## config.mk

```make
export PLATFORM = sky130hd
export DESIGN_NAME = uart_mmio
export DESIGN_NICKNAME = d
export VERILOG_FILES = /design/src/rtl/uart_mmio_pkg.sv /design/src/rtl/uart_mmio_rx_core.sv /design/src/rtl/uart_mmio.sv
export SDC_FILE = /design/constraint.sdc
export NUM_CORES = 1
export LEC_CHECK = 0
export CORE_ASPECT_RATIO = 1.2
export CORE_UTILIZATION = 40
export CTS_CLUSTER_SIZE = 10
export DETAILED_ROUTE_END_ITERATION = 10
export GPL_TIMING_DRIVEN = 0
export PLACE_DENSITY = 0.77
export SLEW_MARGIN = 15
export SYNTH_ARGS = -nofsm -noshare
export SYNTH_HDL_FRONTEND = slang
export SYNTH_HIERARCHICAL = 1
export SYNTH_SLANG_ARGS = --single-unit
```

## constraint.sdc

```tcl
create_clock -name clk -period 3.96 [get_ports clk]
set_input_delay 0.396 -clock clk [delete_from_list [all_inputs] [get_ports clk]]
set_output_delay 0.396 -clock clk [all_outputs]
set_load 0.02 [all_outputs]
```

## src/rtl/uart_mmio_pkg.sv

```systemverilog
// rtl/uart_mmio_pkg.sv - shared UART register offsets, CON bit positions and FSM encodings
package uart_mmio_pkg;

  localparam logic [31:0] OFF_TXD = 32'h0;
  localparam logic [31:0] OFF_RXD = 32'h4;
  localparam logic [31:0] OFF_CON = 32'h8;

  localparam int CON_TX_IE     = 0;
  localparam int CON_RX_IE     = 1;
  localparam int CON_TX_DONE   = 2;
  localparam int CON_RX_VALID  = 3;
  localparam int CON_TX_BUSY   = 4;
  localparam int CON_OVERRUN   = 5;
  localparam int CON_FRAME_ERR = 6;

  typedef enum logic [1:0] {TX_IDLE, TX_START, TX_DATA, TX_STOP} tx_state_t;
  typedef enum logic [1:0] {RX_IDLE, RX_START, RX_DATA, RX_STOP} rx_state_t;

endpackage

```

## src/rtl/uart_mmio_rx_core.sv

```systemverilog
// rtl/uart_mmio_rx_core.sv - uart_rx synchroniser and receive FSM with mid-bit sampling
module uart_mmio_rx_core
  import uart_mmio_pkg::*;
#(
  parameter int DIV = 16
) (
  input  logic       clk,
  input  logic       reset,
  input  logic       rx,
  output logic [7:0] data,
  output logic       done,
  output logic       frame_err
);

  localparam int CNT_W = $clog2(DIV);
  localparam logic [CNT_W-1:0] LAST = CNT_W'(DIV - 1);
  localparam logic [CNT_W-1:0] HALF = CNT_W'(DIV / 2 - 1);

  logic [1:0]       sync;
  logic             rx_s;
  logic             rx_prev;
  logic [CNT_W-1:0] cnt;
  logic [2:0]       idx;
  rx_state_t        state;

  // Synchroniser resets to the idle level so reset release never looks like a start edge.
  always_ff @(posedge clk or posedge reset) begin
    if (reset) sync <= 2'b11;
    else       sync <= {sync[0], rx};
  end

  assign rx_s = sync[1];

  always_ff @(posedge clk or posedge reset) begin
    if (reset) begin
      state     <= RX_IDLE;
      cnt       <= '0;
      idx       <= '0;
      data      <= '0;
      done      <= 1'b0;
      frame_err <= 1'b0;
      rx_prev   <= 1'b1;
    end else begin
      done      <= 1'b0;
      frame_err <= 1'b0;
      rx_prev   <= rx_s;
      case (state)
        RX_IDLE: begin
          if (rx_prev && !rx_s) begin
            state <= RX_START;
            cnt   <= '0;
          end
        end
        RX_START: begin
          if (cnt == HALF) begin
            cnt   <= '0;
            idx   <= '0;
            state <= rx_s ? RX_IDLE : RX_DATA;
          end else cnt <= cnt + 1'b1;
        end
        RX_DATA: begin
          if (cnt == LAST) begin
            cnt  <= '0;
            data <= {rx_s, data[7:1]};
            idx  <= idx + 3'd1;
            if (idx == 3'd7) state <= RX_STOP;
          end else cnt <= cnt + 1'b1;
        end
        RX_STOP: begin
          if (cnt == LAST) begin
            cnt   <= '0;
            state <= RX_IDLE;
            if (rx_s) done <= 1'b1;
            else      frame_err <= 1'b1;
          end else cnt <= cnt + 1'b1;
        end
        default: state <= RX_IDLE;
      endcase
    end
  end

endmodule

```

## src/rtl/uart_mmio.sv

```systemverilog
// rtl/uart_mmio.sv - memory-mapped UART: TXD/RXD/CON registers, TX FSM and level irq
module uart_mmio
  import uart_mmio_pkg::*;
#(
  parameter int          CLK_HZ = 50_000_000,
  parameter int          BAUD   = 9600,
  parameter logic [31:0] BASE   = 32'h40000018
) (
  input  logic        clk,
  input  logic        reset,
  input  logic [31:0] addr,
  input  logic [31:0] wdata,
  input  logic        we,
  input  logic        re,
  output logic [31:0] rdata,
  input  logic        uart_rx,
  output logic        uart_tx,
  output logic        irq
);

  localparam int DIV   = CLK_HZ / BAUD;
  localparam int CNT_W = $clog2(DIV);
  localparam logic [CNT_W-1:0] LAST = CNT_W'(DIV - 1);
  localparam logic [31:0] TXD_ADDR = BASE + OFF_TXD;
  localparam logic [31:0] RXD_ADDR = BASE + OFF_RXD;
  localparam logic [31:0] CON_ADDR = BASE + OFF_CON;

  logic sel_txd, sel_rxd, sel_con;
  logic wr_txd, wr_con, rd_rxd, rd_con;
  logic tx_ie, rx_ie, tx_done, rx_valid, overrun, frame_err, tx_busy;
  logic [7:0] txd_reg, rx_byte, rx_data;
  logic rx_done, rx_ferr;
  logic [CNT_W-1:0] tx_cnt;
  logic [2:0] tx_idx;
  tx_state_t tx_state;
  logic [31:0] con_word;
  wire unused_ok = &{1'b0, wdata[31:8], addr[1:0]};

  assign sel_txd = (addr[31:2] == TXD_ADDR[31:2]);
  assign sel_rxd = (addr[31:2] == RXD_ADDR[31:2]);
  assign sel_con = (addr[31:2] == CON_ADDR[31:2]);
  assign wr_txd  = we & sel_txd;
  assign wr_con  = we & sel_con;
  assign rd_rxd  = re & sel_rxd;
  assign rd_con  = re & sel_con;
  assign tx_busy = (tx_state != TX_IDLE);

  uart_mmio_rx_core #(.DIV(DIV)) u_rx (
    .clk       (clk),
    .reset     (reset),
    .rx        (uart_rx),
    .data      (rx_data),
    .done      (rx_done),
    .frame_err (rx_ferr)
  );

  // TXD writes are only looked at in IDLE, so a write on the edge busy falls is dropped.
  always_ff @(posedge clk or posedge reset) begin
    if (reset) begin
      tx_state <= TX_IDLE;
      tx_cnt   <= '0;
      tx_idx   <= '0;
      txd_reg  <= '0;
      uart_tx  <= 1'b1;
      tx_done  <= 1'b0;
    end else begin
      if (rd_con) tx_done <= 1'b0;
      case (tx_state)
        TX_IDLE: begin
          if (wr_txd) begin
            txd_reg  <= wdata[7:0];
            tx_cnt   <= '0;
            uart_tx  <= 1'b0;
            tx_state <= TX_START;
          end
        end
        TX_START: begin
          if (tx_cnt == LAST) begin
            tx_cnt   <= '0;
            tx_idx   <= '0;
            uart_tx  <= txd_reg[0];
            tx_state <= TX_DATA;
          end else tx_cnt <= tx_cnt + 1'b1;
        end
        TX_DATA: begin
          if (tx_cnt == LAST) begin
            tx_cnt <= '0;
            tx_idx <= tx_idx + 3'd1;
            if (tx_idx == 3'd7) begin
              uart_tx  <= 1'b1;
              tx_state <= TX_STOP;
            end else uart_tx <= txd_reg[tx_idx + 3'd1];
          end else tx_cnt <= tx_cnt + 1'b1;
        end
        TX_STOP: begin
          if (tx_cnt == LAST) begin
            tx_cnt   <= '0;
            tx_done  <= 1'b1;
            tx_state <= TX_IDLE;
          end else tx_cnt <= tx_cnt + 1'b1;
        end
        default: tx_state <= TX_IDLE;
      endcase
    end
  end

  // Clears come first so a same-edge set from the receiver wins.
  always_ff @(posedge clk or posedge reset) begin
    if (reset) begin
      tx_ie     <= 1'b0;
      rx_ie     <= 1'b0;
      rx_valid  <= 1'b0;
      overrun   <= 1'b0;
      frame_err <= 1'b0;
      rx_byte   <= '0;
    end else begin
      if (wr_con) {rx_ie, tx_ie} <= wdata[1:0];
      if (rd_con) begin
        overrun   <= 1'b0;
        frame_err <= 1'b0;
      end
      if (rd_rxd) rx_valid <= 1'b0;
      if (rx_done) begin
        rx_byte  <= rx_data;
        rx_valid <= 1'b1;
        if (rx_valid) overrun <= 1'b1;
      end
      if (rx_ferr) frame_err <= 1'b1;
    end
  end

  always_comb begin
    con_word = '0;
    con_word[CON_TX_IE]     = tx_ie;
    con_word[CON_RX_IE]     = rx_ie;
    con_word[CON_TX_DONE]   = tx_done;
    con_word[CON_RX_VALID]  = rx_valid;
    con_word[CON_TX_BUSY]   = tx_busy;
    con_word[CON_OVERRUN]   = overrun;
    con_word[CON_FRAME_ERR] = frame_err;
    rdata = '0;
    if (sel_txd)      rdata = {24'b0, txd_reg};
    else if (sel_rxd) rdata = {24'b0, rx_byte};
    else if (sel_con) rdata = con_word;
  end

  assign irq = (tx_done & tx_ie) | (rx_valid & rx_ie);

endmodule

```

==> impl_metrics.yaml, run 1 <==
status:
  status: "finished clean"
detailed_routing:
  wirelength_mm: 8.76
  routed-via-count: 3183
  via_per_inst: 5.34
  drtIter0Drc: 95
  drc: 0
  wl_per_cell_um: 14.7
  first_pass_iters: 5
  antenna_left: 0
timing:
  slew_violations: 0
  hold_ws_ps: 357
  fin_crit_sh_pct: 91.3
  setup_tns_ps: 0
  worstMarginPinSlew_ps: 1070
  grt_setup_unrepaired: "no"
  hold_violations: 0
  setup_viol: 0
  slew_headroom_pct: 28.0
  clock_skew_ps: 5.46
  period_minus_slack_ps: 3610
  max_clock_freq_ghz: 0.277
power_and_ir_drop:
  p_per_area_mw_per_mm2: 362
  power_frac_seq_pct: 43.4
  p_sw_share_pct: 24.4
  combPwrFrac_pct: 13.7
  clkPwrFrac_pct: 42.8
  p_int_w: 0.00142
  p_sw_w: 0.000457
  power_w: 0.00188
  ir_drop_v: 0.000210
  p_leak_nw: 2.42
synthesis:
  synth_edf_count: 0
  ys_async_sr_fraction_pct: 100
  syn_area_mm2: 0.00410
  seq_area_frac_synth_pct: 44.1
  avgSynthCellArea_um2: 10.8
  synth.distinct_cells: 69
  yosysWarnings: 6
  synth_ff_type: "dfrtp_1"
  synthCells: 378
  synth-seq-cells: 72
setup_path:
  r2r_start: "tx_idx[0]"
  crit_slowest_cell: "nor4b_2"
  cp-start-kind: "input port"
  cp_data_required_time_ps: 3560
  cpMostUsedCell: "clkdlybuf4s50_1"
  cp_max_fo: 8
  ff2ff_setup_slack_ps: 1670
  path_cells: "clkdlybuf4s50_1, nor4b_4, nand4_4, nor4b_2, a222oi_1, inv_1, clkdlybuf4s50_1"
  cp_num_buf_inv: 3
  r2r_end: "uart_tx"
  cpPeakStageDelay_ps: 830
  r2r_cells: 7
  critPathTopFamily: "simple AND/OR/NAND/NOR gates"
  end_kind: "primary output"
  worstPathArrival_ps: 3220
  critical_path_class: "input port to primary output"
place:
  dpl.cell_count: 580
  dp_hpwl_mm: 6.56
  routabilityCongestion: 0.818
  port_buffers: 52
  dpl-instance-area_mm2: 0.00488
hold_path:
  hold_class: "input port to asynchronous set/reset pin"
finish:
  n_antenna_cell: 0
  nFillCells: 880
  nNetsFinal: 545
  multi_input_area_mm2: 0.00203
  final_cells: 596
  seqCellArea_mm2: 0.00181
  drive_above_1_share_pct: 21.3
  stdcell_area_mm2: 0.00517
  syn_to_final_growth_pct: 26.3
  reg.largest.list: "tx_cnt x13, u_rx/cnt x13"
clock_tree:
  clkTransAtPathRegs_ps: 60
  htreeDepth: 3
  post_cts_resize_count: 0
  clk_path_buf_depth: 2
  cts-buffers-inserted: 9
  worst_skew_pair.late_latency_ps: 330
  cts_sinks: 72
  cts_setup_buffers: 0
  cts_tree: "built"
  ctsHoldBuffers: 0
  root_buffer: "clkbuf_16"
grt:
  grt_start_max_net_pins: 34
  grtUsageTotal_pct: 17.9
  overflow: 0
  grt_first_pass_wirelength_mm: 14.9
  antenna_found_initial: 0
  grt_pass1_vias: 3155
floorplanning:
  die_area_mm2: 0.0107
  chipWidth_um: 94.4
  core_mm2: 0.0100
  num_rows: 40
  initial_utilization_pct: 40.9
  die_y_um: 113
  ioPinCount: 103
job:
  cap_violations: 0
layout by cell type, fill, tap and decap left out, types with 4 or more instances in the layout:
cell / n
a21oi_1: 6
nand3_1: 12
mux2_2: 26
buf_4: 26
ha_1: 11
a222oi_1: 7
o21ai_0: 23
and3_1: 4
clkdlybuf4s50_1: 52
nor3_1: 6
nand2_1: 30
clkbuf_1: 8
dfstp_2: 4
clkbuf_16: 9
conb_1: 24
a22o_1: 10
nor2_1: 18
a31oi_1: 8
nor2b_1: 4
nor4_1: 5
inv_1: 21
nand4_1: 4
dfrtp_1: 68
worst max-delay path by stage:
stage / start / endpoint / slack, ps / cells after the start
final: addr[28] / rdata[2] / 350 / 7
after global placement: addr[20] / rdata[4] / 380 / 7
after detailed placement: addr[28] / rdata[2] / 320 / 7
after CTS: addr[28] / rdata[2] / 330 / 7
after global routing: addr[28] / rdata[2] / 190 / 7
after floorplan: addr[28] / rdata[3] / 1770 / 5
worst reg2reg max path, stage by stage (launching register included):
cell     delay [ps]
dfrtp_1         430
ha_1            230
ha_1            350
mux4_2          500
nor2b_1         150
a211o_1         260
a22oi_1         200
o41ai_1         100
power by group through the flow:
stage | logic (W) | registers, W | clock network (W)
global route | 0.000289 | 0.000823 | 0.000845
detailed placement | 0.000258 | 0.000828 | 0
finish | 0.000257 | 0.000815 | 0.000803
floorplan | 0.000183 | 0.000818 | 0
CTS | 0.000260 | 0.000814 | 0.000818
global placement | 0.000248 | 0.000825 | 0
metrics by stage:
step	setup slack [ps]	utilization [%]
4_1_cts	332	51.7
3_3_place_gp	383	48.6
6_report	346	51.7
2_1_floorplan	1770	-
3_5_place_dp	323	48.8
5_1_grt	188	51.7
routing by layer:
layer	up-vias	track usage [%]	routed length (µm)	share of wire, %
li1	1532	-	-	-
met1	1554	20.4	3620	41
met2	77	31.4	4640	53
met3	20	3.83	288	3.3
met4	0	8.51	216	2.5
met5	-	0	0	0
synthesized netlist by cell type, types with 4 or more instances:
cell | n | area, µm²
mux2_2 | 26 | 293
buf_4 | 26 | 195
a21oi_1 | 6 | 30.0
nor3_1 | 6 | 30.0
clkbuf_1 | 5 | 18.8
inv_1 | 23 | 86.3
nand3_1 | 12 | 60.1
ha_1 | 11 | 138
dfrtp_1 | 68 | 1700
nor2_1 | 18 | 67.6
nor2b_1 | 4 | 25.0
a22o_1 | 10 | 87.6
nor4_1 | 5 | 31.3
nand4_1 | 4 | 25.0
a31oi_1 | 8 | 50.1
dfstp_2 | 4 | 105
a222oi_1 | 7 | 70.1
o21ai_0 | 23 | 115
and3_1 | 4 | 25.0
nand2_1 | 30 | 113
layout make-up:
class	instances	area share, %
plain buffers	37	5.05
clock buffers	13	4.84
inverters	23	1.67
clock inverters	3	0.822
well taps	126	3.05
repair buffers	53	10.4
multi-input cells	269	39.2
flip-flops and latches	72	34.9
cells by family after synthesis:
| family | synth area share [%] |
|---|---|
| DFF | 44.1 |
| AOI/OAI and AO/OA | 15.1 |
| buffers and inverters | 8.49 |
| muxes | 8.98 |
| other | 0.0915 |
| xor gates and xnor gates | 0.641 |
| adders and majority gates | 3.36 |
| and+or+nand+nor | 19.2 |
Note: power is estimated with default switching activity, not from simulation.
==> run 2: changes to the inputs <==
--- a/config.mk
+++ b/config.mk
@@ -9,8 +9,9 @@
 export CORE_UTILIZATION = 40
 export CTS_CLUSTER_SIZE = 10
 export DETAILED_ROUTE_END_ITERATION = 10
+export DONT_BUFFER_PORTS = 1
 export GPL_TIMING_DRIVEN = 0
-export PLACE_DENSITY = 0.77
+export PLACE_DENSITY = 0.64
 export SLEW_MARGIN = 15
 export SYNTH_ARGS = -nofsm -noshare
 export SYNTH_HDL_FRONTEND = slang
==> run 2 against run 1 <==
Hold slack got worse by 330 ps. Non-clock buffer count down 51. Sequential power barely moved. Combinational power decreased by 17%. Final cell count fell by 8.6%. Core utilization down 4.8 points. Die area did not move. Clock power increased by 8.1%. Largest cell class unchanged. Global-route usage shrank 1.0 points. Critical path depth decreased by 2. Worst setup slack improved by 1000 ps. Sequential share of layout area increased by 3.5 points.
==> impl_metrics.yaml, run 2 (same netlist as run 1, synthesis figures left out) <==
finish:
  final_cells: 545
  reg.largest.list: "tx_cnt x13, u_rx/cnt x13"
  layout_commonest_cell: "dfrtp_1"
  layout_common_cells: "68 x dfrtp_1, 30 x nand2_1, 26 x mux2_2, 26 x buf_4, 24 x conb_1"
  syn_to_final_growth_pct: 14.7
  n_antenna_cell: 0
  nFillCells: 921
  nNetsFinal: 494
  drive_above_1_share_pct: 24.6
grt:
  grtUsageTotal_pct: 16.9
  grt_start_max_net_pins: 32
  overflow: 0
  antenna_found_initial: 0
  grt_first_pass_wirelength_mm: 13.9
  grt_pass1_vias: 2965
clock_tree:
  cts_tree: "built"
  root_buffer: "clkbuf_16"
  clk_path_buf_depth: 2
  cts-buffers-inserted: 9
  htreeDepth: 3
  clkTransAtPathRegs_ps: 60
  worst_skew_pair.late_latency_ps: 340
  post_cts_resize_count: 0
  cts_sinks: 72
timing:
  fin_crit_sh_pct: 64.9
  max_clock_freq_ghz: 0.389
  slew_headroom_pct: 44.8
  setup_viol: 0
  slew_violations: 0
  clock_skew_ps: 4.64
  hold_violations: 0
  period_minus_slack_ps: 2570
  worstMarginPinSlew_ps: 826
  grt_setup_unrepaired: "no"
  setup_tns_ps: 0
power_and_ir_drop:
  p_leak_nw: 2.23
  p_per_area_mw_per_mm2: 404
  ir_drop_v: 0.000298
  power_w: 0.00190
floorplanning:
  num_rows: 40
  die_y_um: 113
  core_mm2: 0.0100
  ioPinCount: 103
  die_area_mm2: 0.0107
  initial_utilization_pct: 40.9
  chipWidth_um: 94.4
setup_path:
  critical_path_class: "input port to primary output"
  cp_data_required_time_ps: 3560
  worstPathArrival_ps: 2180
  end_kind: "primary output"
  cp_max_fo: 8
  cp-start-kind: "input port"
place:
  routabilityCongestion: 0.785
  dpl.cell_count: 528
  dp_hpwl_mm: 5.90
  port_buffers: 0
detailed_routing:
  drc: 0
  wirelength_mm: 8.14
  antenna_left: 0
  drtIter0Drc: 227
  first_pass_iters: 5
  via_per_inst: 5.41
  wl_per_cell_um: 14.9
  routed-via-count: 2951
hold_path:
  hold_class: "input port to asynchronous set/reset pin"
status:
  status: "finished clean"
job:
  cap_violations: 0
[run 2: worst paths after layout]
path / endpoint / cells past startpoint / start / slack [ps]
max: rdata[6] / 5 / addr[20] / 1390
min: u_rx/idx[2] / 1 / reset / 30
max reg2reg: uart_tx / 7 / tx_idx[0] / 1710
min reg2reg: u_rx/sync[1] / 0 / u_rx/sync[0] / 360
max in group asynchronous: tx_ie / 3 / reset / 3020
min in group clk: u_rx/sync[0] / 0 / uart_rx / 50
[run 2: critical path, stage by stage]
cell and delay [ps]:
nor4_4 300, nand4_4 190, nor4b_2 790, a222oi_1 270, inv_1 220
[run 2: timing repair]
item | 4_1_cts | 5_1_grt
setup buffers | 0 | 0
endpoints found under the hold margin | 12 | 0
endpoints found under the setup margin | 0 | 0
hold buffers | 1 | 0
[run 2: final cells by class]
class	instances	area [µm²]	area share (%)
plain buffers	37	262	5.57
clock buffers	10	229	4.87
clock inverters	6	92.6	1.97
inverters	23	86.3	1.84
multi-input cells	269	2030	43.3
flip-flops and latches	72	1810	38.5
well taps	126	158	3.36
repair buffers	2	30.0	0.639
[run 2: where the power goes]
group | switching, W | internal (W)
Combinational | 0.000110 | 0.000103
Sequential | 0.0000393 | 0.000776
Clock | 0.000313 | 0.000555
Total | 0.000462 | 0.00143
[run 2: layer usage]
layer / GRT usage, % / wire, µm
met1: 19.6 / 3400
met2: 28.1 / 4260
met3: 5.17 / 346
met4: 7.90 / 144
met5: 0 / 0
[run 2: metrics by stage]
step / area (µm²) / hold slack, ps / worst slack, ps / util, %
after floorplan: 4180 / 345 / 1770 / -
after global placement: 4340 / 348 / 1400 / 43.4
after detailed placement: 4360 / 272 / 1340 / 43.6
after CTS: 4690 / 38.7 / 1350 / 46.9
after global routing: 4700 / 34.4 / 1250 / 46.9
final: 4700 / 31.4 / 1390 / 46.9
